**src/rtl/sum_accumulator.sv**
```systemverilog
// -----------------------------------------------------------------------------
// sum_accumulator
//   Downstream stage of the 8-bit adder. Accepts a stream of unsigned sums over
//   a valid/ready handshake and adds COUNT consecutive sums into one wide total.
//   The frame total and a sticky overflow flag are then offered over a second
//   valid/ready handshake. Once the result is taken, the stage rearms for the
//   next frame.
//
// Parameters
//   SUM_W  width of an incoming sum (adder carry-out included)
//   ACC_W  accumulator / total width, must be >= SUM_W
//   COUNT  sums per frame, 1..255
//
// Ports
//   clk           rising-edge clock
//   rst_n         asynchronous active-low reset
//   clear         synchronous abort: drops the partial frame or pending result
//   in_valid      in_sum is valid
//   in_ready      stage can accept a sum (IDLE/ACCUM, and not in reset)
//   in_sum        unsigned sum from the adder
//   out_valid     frame result is valid (HOLD)
//   out_ready     consumer accepts the result
//   out_total     sum of COUNT inputs, modulo 2^ACC_W
//   out_overflow  a carry out of ACC_W occurred during this frame
// -----------------------------------------------------------------------------
module sum_accumulator #(
    parameter int SUM_W = 9,
    parameter int ACC_W = 16,
    parameter int COUNT = 4
) (
    input  logic             clk,
    input  logic             rst_n,
    input  logic             clear,
    input  logic             in_valid,
    output logic             in_ready,
    input  logic [SUM_W-1:0] in_sum,
    output logic             out_valid,
    input  logic             out_ready,
    output logic [ACC_W-1:0] out_total,
    output logic             out_overflow
);

    typedef enum logic [1:0] {
        IDLE  = 2'd0,
        ACCUM = 2'd1,
        HOLD  = 2'd2
    } state_e;

    localparam logic [7:0] COUNT_C = 8'(COUNT);

    state_e           state_q, state_d;
    logic [ACC_W-1:0] acc_q,   acc_d;
    logic [7:0]       cnt_q,   cnt_d;
    logic             ovf_q,   ovf_d;

    logic [ACC_W:0]   in_ext;
    logic [ACC_W:0]   add_w;
    logic             in_xfer;

    // One spare bit above ACC_W captures the carry out of the accumulator.
    assign in_ext = (ACC_W + 1)'(in_sum);
    assign add_w  = {1'b0, acc_q} + in_ext;

    // Handshake flags decode the registered state only, so there is no
    // combinational path from out_ready to in_ready or from in_valid to
    // out_valid. rst_n gates in_ready so the stage refuses data while in reset.
    assign in_ready  = rst_n && (state_q != HOLD);
    assign out_valid = (state_q == HOLD);
    assign in_xfer   = in_valid && in_ready;

    assign out_total    = acc_q;
    assign out_overflow = ovf_q;

    // NOTE: every signal driven here gets its default first, so no path through
    // the case statement can leave one unassigned and infer a latch.
    always_comb begin
        state_d = state_q;
        acc_d   = acc_q;
        cnt_d   = cnt_q;
        ovf_d   = ovf_q;

        if (clear) begin
            // Abort wins over any transfer in the same cycle.
            state_d = IDLE;
            acc_d   = '0;
            cnt_d   = '0;
            ovf_d   = 1'b0;
        end else begin
            unique case (state_q)
                IDLE: begin
                    if (in_xfer) begin
                        acc_d   = in_ext[ACC_W-1:0];
                        cnt_d   = 8'd1;
                        ovf_d   = 1'b0;
                        state_d = (COUNT_C == 8'd1) ? HOLD : ACCUM;
                    end
                end
                ACCUM: begin
                    if (in_xfer) begin
                        acc_d = add_w[ACC_W-1:0];
                        ovf_d = ovf_q | add_w[ACC_W];
                        cnt_d = cnt_q + 8'd1;
                        if (cnt_d == COUNT_C) begin
                            state_d = HOLD;
                        end
                    end
                end
                HOLD: begin
                    // Result stays stable until taken; inputs are ignored.
                    if (out_ready) begin
                        state_d = IDLE;
                        acc_d   = '0;
                        cnt_d   = '0;
                        ovf_d   = 1'b0;
                    end
                end
                default: begin
                    state_d = IDLE;
                    acc_d   = '0;
                    cnt_d   = '0;
                    ovf_d   = 1'b0;
                end
            endcase
        end
    end

    // NOTE: sequential state uses non-blocking assignments so every register
    // samples the pre-edge values, independent of statement order.
    always_ff @(posedge clk or negedge rst_n) begin
        if (!rst_n) begin
            state_q <= IDLE;
            acc_q   <= '0;
            cnt_q   <= '0;
            ovf_q   <= 1'b0;
        end else begin
            state_q <= state_d;
            acc_q   <= acc_d;
            cnt_q   <= cnt_d;
            ovf_q   <= ovf_d;
        end
    end

endmodule

```
**config.mk**
```make
export PLATFORM = sky130hd
export DESIGN_NAME = sum_accumulator
export DESIGN_NICKNAME = d
export VERILOG_FILES = /design/src/rtl/sum_accumulator.sv
export SDC_FILE = /design/constraint.sdc
export NUM_CORES = 1
export LEC_CHECK = 0
export ABC_AREA = 0
export BUFFER_PORTS_ARGS = -buffer_cell sky130_fd_sc_hd__buf_2
export CAP_MARGIN = 10
export CORE_ASPECT_RATIO = 0.7
export CORE_UTILIZATION = 24
export DETAILED_ROUTE_END_ITERATION = 10
export GPL_TIMING_DRIVEN = 0
export MAX_ROUTING_LAYER = met4
export SLEW_MARGIN = 25
export SYNTH_ARGS = -nofsm -noshare
export SYNTH_HDL_FRONTEND = slang
export SYNTH_SLANG_ARGS = --single-unit
```
**constraint.sdc**
```tcl
create_clock -name clk -period 2.95 [get_ports clk]
set_clock_uncertainty 0.2 [all_clocks]
set_input_delay 0.59 -clock clk [delete_from_list [all_inputs] [get_ports clk]]
set_output_delay 0.59 -clock clk [all_outputs]
set_load 0.05 [all_outputs]
```
==> impl_metrics.env, run 1 <==
export IMPL_port_buffers=32
export IMPL_layout_min_cycle_time_ns=2.60
export IMPL_global_route_overflow_total=0
export IMPL_synth_seq_area_share_pct=37.3
export IMPL_synth_async_sr_flop_share_pct=100
export IMPL_cp_start_kind="input port"
export IMPL_dr_pass1_iters=4
export IMPL_clk_pin_slew_worst_paths_ns=0.10
export IMPL_run_status="finished, final reports clean"
export IMPL_rows=26
export IMPL_n_antenna_cell=0
export IMPL_report_power_total_uw=842
export IMPL_start_util_pct=24.9
export IMPL_cp_data_required_time_ns=2.93
export IMPL_avgRoutedWirePerCell_um=13.3
export IMPL_via_per_inst=4.76
export IMPL_stdcell_area_mm2=0.00214
export IMPL_min_period_over_period_pct=88.3
export IMPL_grt_setup_unrepaired="false"
export IMPL_ff_latch_area_um2=676
export IMPL_multiInputGateArea_mm2=0.00108
export IMPL_syn_cell_area_mm2=0.00181
export IMPL_cts_max_level=1
export IMPL_grt_first_pass_wirelength_um=7610
export IMPL_netlist_area_leader_share_pct=37.3
export IMPL_cts_sinks=27
export IMPL_drive_above_1_share_pct=18.1
export IMPL_post_layout_nonfiller_instances=341
export IMPL_maxCapViolCount=0
export IMPL_ws_path_type="in -> reg"
export IMPL_cts_tree="done"
export IMPL_setup_tns_final_ns=0
export IMPL_max_slew_violation_count=0
export IMPL_synth_edff_count=0
export IMPL_net_count_of_the_mapped_netlist=233
export IMPL_grt_pass1_vias=1506
export IMPL_post_synth_main_area_contributors="sky130_fd_sc_hd__dfrtp_1, sky130_fd_sc_hd__ha_1, sky130_fd_sc_hd__o21ai_0"
export IMPL_layout_filler_cells=815
export IMPL_worstSkewPairLatency_ns=0.28
export IMPL_ys_warnings_count=0
export IMPL_clockRootBuffer="sky130_fd_sc_hd__clkbuf_8"
export IMPL_clockBufferDepth=2
export IMPL_grt_antenna_before_repair=0
export IMPL_report_final_hold_viol_count=0
export IMPL_finalWeightedCongestion=0.814
export IMPL_layout_core_utilization_pct=29.4
export IMPL_numCtsBuffers=3
export IMPL_leading_cell_type_by_number_of_instances_after_synthesis="sky130_fd_sc_hd__dfrtp_1"
export IMPL_post_synth_num_cell_types=44
export IMPL_chipWidth_um=106
export IMPL_area_growth_synth_to_final_pct=18.3
export IMPL_drtAntennaViolNets=0
export IMPL_worstSetupEndpointType="flip-flop"
export IMPL_fmaxAchievable_mhz=384
export IMPL_die_area_mm2=0.00791
export IMPL_routed_via_count=1624
export IMPL_yosys_register_bits=27
export IMPL_num_io_pins=33
export IMPL_synth_largest_area_cell="sky130_fd_sc_hd__dfrtp_1"
export IMPL_post_dp_hpwl_um=3430
export IMPL_drt_iter0_markers=93
export IMPL_placedCellCount=337
export IMPL_slew_headroom_pct=61.1
export IMPL_synth_top_cells_by_count="sky130_fd_sc_hd__dfrtp_1, sky130_fd_sc_hd__nand2_1, sky130_fd_sc_hd__o21ai_0"
export IMPL_static_leakage_power_nw=1.01
export IMPL_syn_instance_count=207
export IMPL_power_density_normalized_to_cell_area_mw_per_mm2=393
export IMPL_postPlaceCellArea_mm2=0.00209
export IMPL_detail_route_wirelength_um=4550
export IMPL_layout_nets=270
export IMPL_timing_worst_slew_pin_value_ns=0.581
export IMPL_holdCritPathClass="in -> async"
export IMPL_remaining_drc_errors=0
export IMPL_irDropWorstVdd_mv=0.204
export IMPL_crit_path_max_fanout=7
export IMPL_floorplan_core_area_mm2=0.00729
export IMPL_synth_ff_type="sky130_fd_sc_hd__dfrtp_1"
export IMPL_synth_area_per_cell_um2=8.75
export IMPL_worst_ep_arrival_time_ns=2.59
export IMPL_die_height_um=74.7
export IMPL_pin_count_of_the_biggest_net_entering_global_routing=32
export IMPL_setup_violations=0
export IMPL_gr_usage_all_layers_pct=12.6
[layer usage]
layer	up-vias	part of all wire (%)	wire (um)	global-route usage, %
met4	0	0.18	8	1.85
met2	23	43	1930	18.7
met5	-	0	0	-
li1	828	-	-	-
met3	2	3.4	154	2.77
met1	771	54	2450	18.0
[area by class of cell]
type | instances | area share (%)
Timing Repair Buffer | 32 | 7.59
Inverter | 7 | 1.23
Clock buffer | 3 | 1.93
Multi-Input combinational cell | 166 | 50.3
Sequential cell | 27 | 31.5
Clock inverter | 1 | 0.234
Tap cell | 98 | 5.72
Buffer | 7 | 1.52
[logic make-up (layout without fill, tap and decap cells)]
logic type	after synthesis	after routing	synth area share (%)
compound gates	66	66	23.5
xor+xnor	14	14	6.77
fa+ha+maj	12	12	8.70
buf+inv	14	50	3.25
flops	27	27	37.3
mux	2	2	1.11
simple gates	72	72	19.4
[flip-flops by register name, indices dropped and copies added, names as in the netlist]
name and cells:
out_overflow 1, cnt_q 8, state_q 2, out_total 16
[where the power goes]
group	switching [mW]	internal, mW	total [mW]
Clock	0.125	0.0949	0.220
Sequential	0.0128	0.383	0.396
Combinational	0.153	0.0734	0.227
[worst max-delay path, cell delays in order]
cell	delay [ns]
sky130_fd_sc_hd__buf_2	0.09
sky130_fd_sc_hd__ha_1	0.18
sky130_fd_sc_hd__inv_1	0.06
sky130_fd_sc_hd__fa_1	0.39
sky130_fd_sc_hd__o21ai_0	0.18
sky130_fd_sc_hd__a21oi_1	0.17
sky130_fd_sc_hd__o31ai_2	0.54
sky130_fd_sc_hd__a31oi_1	0.17
sky130_fd_sc_hd__a41o_1	0.23
[placed cells by master, fill, tap and decap left out, drive strengths merged, types with 2 or more instances in the layout]
cell type  instances
buf               35
dfrtp             27
nand2             24
o21ai             23
nor2              17
a21oi             13
ha                11
xnor2              8
inv                7
nand3              7
clkbuf             7
xor2               6
o31ai              6
nor3               5
and3               5
a31oi              4
a22oi              4
nand4              3
nand2b             2
and2               2
a31o               2
a41oi              2
nor3b              2
a21o               2
o21a               2
mux2i              2
a221o              2
[path summary, 6_finish.rpt]
kind	to	from	cells after the start	slack [ns]
min in group clk	cnt_q[0]	clear	2	0.31
min reg2reg	out_overflow	out_overflow	2	0.31
max reg2reg	out_total[14]	out_total[0]	8	0.35
min	state_q[1]	rst_n	1	0.06
max in group asynchronous	out_total[3]	rst_n	1	2.17
max	out_total[14]	in_sum[0]	9	0.35
[through the flow]
| step | worst slack [ns] | hold WS [ns] |
|---|---|---|
| 2_1_floorplan | 0.273 | 0.0944 |
| 3_3_place_gp | -0.113 | 0.290 |
| 3_5_place_dp | -0.166 | 0.295 |
| 4_1_cts | 0.133 | 0.164 |
| 5_1_grt | 0.130 | 0.0913 |
| 6_report | 0.346 | 0.0614 |
[timing repair]
item / 4_1_cts / 5_1_grt
resized for setup: 0 / 1
buffers inserted: 0 / 0
endpoints found under the setup margin: 0 / 3
hold buffers: 0 / 0
Note: power is estimated with default switching activity, not from simulation.
==> run 2, diff against run 1 <==
--- a/config.mk
+++ b/config.mk
@@ -6,10 +6,11 @@
 export NUM_CORES = 1
 export LEC_CHECK = 0
 export ABC_AREA = 0
+export ABC_CLOCK_PERIOD_IN_PS = 2950
 export BUFFER_PORTS_ARGS = -buffer_cell sky130_fd_sc_hd__buf_2
 export CAP_MARGIN = 10
-export CORE_ASPECT_RATIO = 0.7
 export CORE_UTILIZATION = 24
+export CTS_CLUSTER_SIZE = 10
 export DETAILED_ROUTE_END_ITERATION = 10
 export GPL_TIMING_DRIVEN = 0
 export MAX_ROUTING_LAYER = met4
==> run 2 against run 1 <==
Effect of this change: cell area is the same; sequential power is essentially flat; critical path depth shrank 1; maximum frequency shrank 2.3%; count of clock-buffer cells in the layout grew 1; cell count grew 0.29%; die area is essentially flat; first-iteration DRC count shrank 19%; worst hold slack gained 0.0016 ns; sequential share of layout area is the same; setup slack lost 0.061 ns; sequential cell count is the same; highest routed layer unchanged.
==> impl_metrics.env, run 2 (same netlist as run 1, synthesis figures left out) <==
export IMPL_run_status="finished, final reports clean"
export IMPL_num_io_pins=33
export IMPL_grt_antenna_before_repair=0
export IMPL_layout_core_utilization_pct=29.4
export IMPL_finalWeightedCongestion=0.847
export IMPL_clockBufferDepth=2
export IMPL_cp_start_kind="flip-flop"
export IMPL_timing_worst_slew_pin_value_ns=0.557
export IMPL_report_final_hold_viol_count=0
export IMPL_numCtsBuffers=3
export IMPL_remaining_drc_errors=0
export IMPL_dr_pass1_iters=4
export IMPL_final_cell_mix="sky130_fd_sc_hd__buf_2, sky130_fd_sc_hd__dfrtp_1, sky130_fd_sc_hd__nand2_1, sky130_fd_sc_hd__o21ai_0, sky130_fd_sc_hd__nor2_1"
export IMPL_pin_count_of_the_biggest_net_entering_global_routing=32
export IMPL_chipWidth_um=88.9
export IMPL_n_antenna_cell=0
export IMPL_die_height_um=88.9
export IMPL_cts_max_level=1
export IMPL_port_buffers=32
export IMPL_grt_pass1_vias=1574
export IMPL_ws_path_type="reg -> reg"
export IMPL_via_per_inst=4.80
export IMPL_start_util_pct=24.8
export IMPL_worst_path_buf_inv=1
export IMPL_crit_path_max_fanout=7
export IMPL_setup_violations=0
export IMPL_post_cts_resize_count=0
export IMPL_hold_ws_ns=0.0631
export IMPL_maxCapViolCount=0
export IMPL_worst_ep_arrival_time_ns=2.64
export IMPL_layout_min_cycle_time_ns=2.67
export IMPL_holdCritPathClass="in -> async"
export IMPL_max_slew_violation_count=0
export IMPL_worst_r2r_cell_count=8
export IMPL_drt_iter0_markers=75
export IMPL_layout_nets=270
export IMPL_critical_path_cell_chain="ha_1, inv_1, fa_1, o21ai_0, a21oi_1, o31ai_2, a31oi_1, a41o_1"
export IMPL_max_reg_flops=16
export IMPL_irDropWorstVdd_mv=0.210
export IMPL_routed_via_count=1641
export IMPL_worstSetupEndpointType="flip-flop"
export IMPL_area_growth_synth_to_final_pct=18.3
export IMPL_clk_pin_slew_worst_paths_ns=0.10
export IMPL_detail_route_wirelength_um=4460
export IMPL_fmaxAchievable_mhz=375
export IMPL_timing_critical_path_max_delay_family="compound AO/OA/AOI/OAI gates"
export IMPL_slew_headroom_pct=62.4
export IMPL_gr_usage_all_layers_pct=12.4
export IMPL_power_density_normalized_to_cell_area_mw_per_mm2=395
export IMPL_post_dp_hpwl_um=3320
export IMPL_rows=31
export IMPL_reg2reg_slack_ns=0.28
export IMPL_grt_setup_unrepaired="false"
export IMPL_cts_tree="done"
export IMPL_floorplan_core_area_mm2=0.00729
export IMPL_cp_data_required_time_ns=2.92
export IMPL_post_layout_nonfiller_instances=342
export IMPL_clockRootBuffer="sky130_fd_sc_hd__clkbuf_8"
export IMPL_grt_first_pass_wirelength_um=7430
export IMPL_layout_cells_most_common="sky130_fd_sc_hd__buf_2"
export IMPL_worstSkewPairLatency_ns=0.27
export IMPL_drtAntennaViolNets=0
export IMPL_avgRoutedWirePerCell_um=13.1
export IMPL_path_depth=8
export IMPL_slowest_stage="sky130_fd_sc_hd__o31ai_2"
export IMPL_cts_sinks=27
export IMPL_drive_above_1_share_pct=17.7
export IMPL_buffers_inserted_by_post_cts_timing_repair=0
export IMPL_placedCellCount=338
export IMPL_global_route_overflow_total=0
export IMPL_cts_hold_buffers=0
export IMPL_static_leakage_power_nw=1.00
export IMPL_min_period_over_period_pct=90.3
export IMPL_die_area_mm2=0.00790
export IMPL_cp_slowest_stage_delay_ns=0.54
-- run 2: cell count changes in the layout (fill, tap and decap cells not counted), sizes merged --
cell / before / now
clkbuf: 7 / 8
clkinv: 1 / 0
-- run 2: final cells by class --
| type | instances | area [um^2] |
|---|---|---|
| repair buffers | 32 | 163 |
| inverters | 7 | 26.3 |
| plain buffers | 7 | 32.5 |
| flip-flops and latches | 27 | 676 |
| fillers | 818 | 5150 |
| multi-input cells | 166 | 1080 |
| well taps | 99 | 124 |
| clock buffers | 4 | 45.0 |
-- run 2: where the power goes --
part / switching [mW] / leakage (nW) / internal [mW]
registers: 0.0131 / 0.371 / 0.383
logic: 0.153 / 0.609 / 0.0736
clock network: 0.128 / 0.0228 / 0.0971
-- run 2: final timing paths --
check                        startpoint       endpoint
min in group clk                  clear       cnt_q[0]
setup reg to reg           out_total[0]  out_total[14]
hold / removal                    rst_n     state_q[1]
hold reg to reg            out_overflow   out_overflow
setup / recovery           out_total[0]  out_total[14]
max in group asynchronous         rst_n   out_total[8]
-- run 2: per-stage QoR --
stage	setup TNS, ns	cell area, um^2	total power [mW]	setup WS (ns)
5_1_grt	0	2140	0.891	0.0858
2_1_floorplan	0	1810	0.563	0.273
3_3_place_gp	-0.331	2100	0.626	-0.114
3_5_place_dp	-0.413	2100	0.630	-0.140
4_1_cts	0	2140	0.851	0.158
6_report	0	2140	0.847	0.285
-- run 2: metal layers --
metal	GRT usage (%)	share of wire, %
met5	-	0
met1	15.9	46
met4	2.79	0.40
met3	1.21	3.0
met2	21.0	50
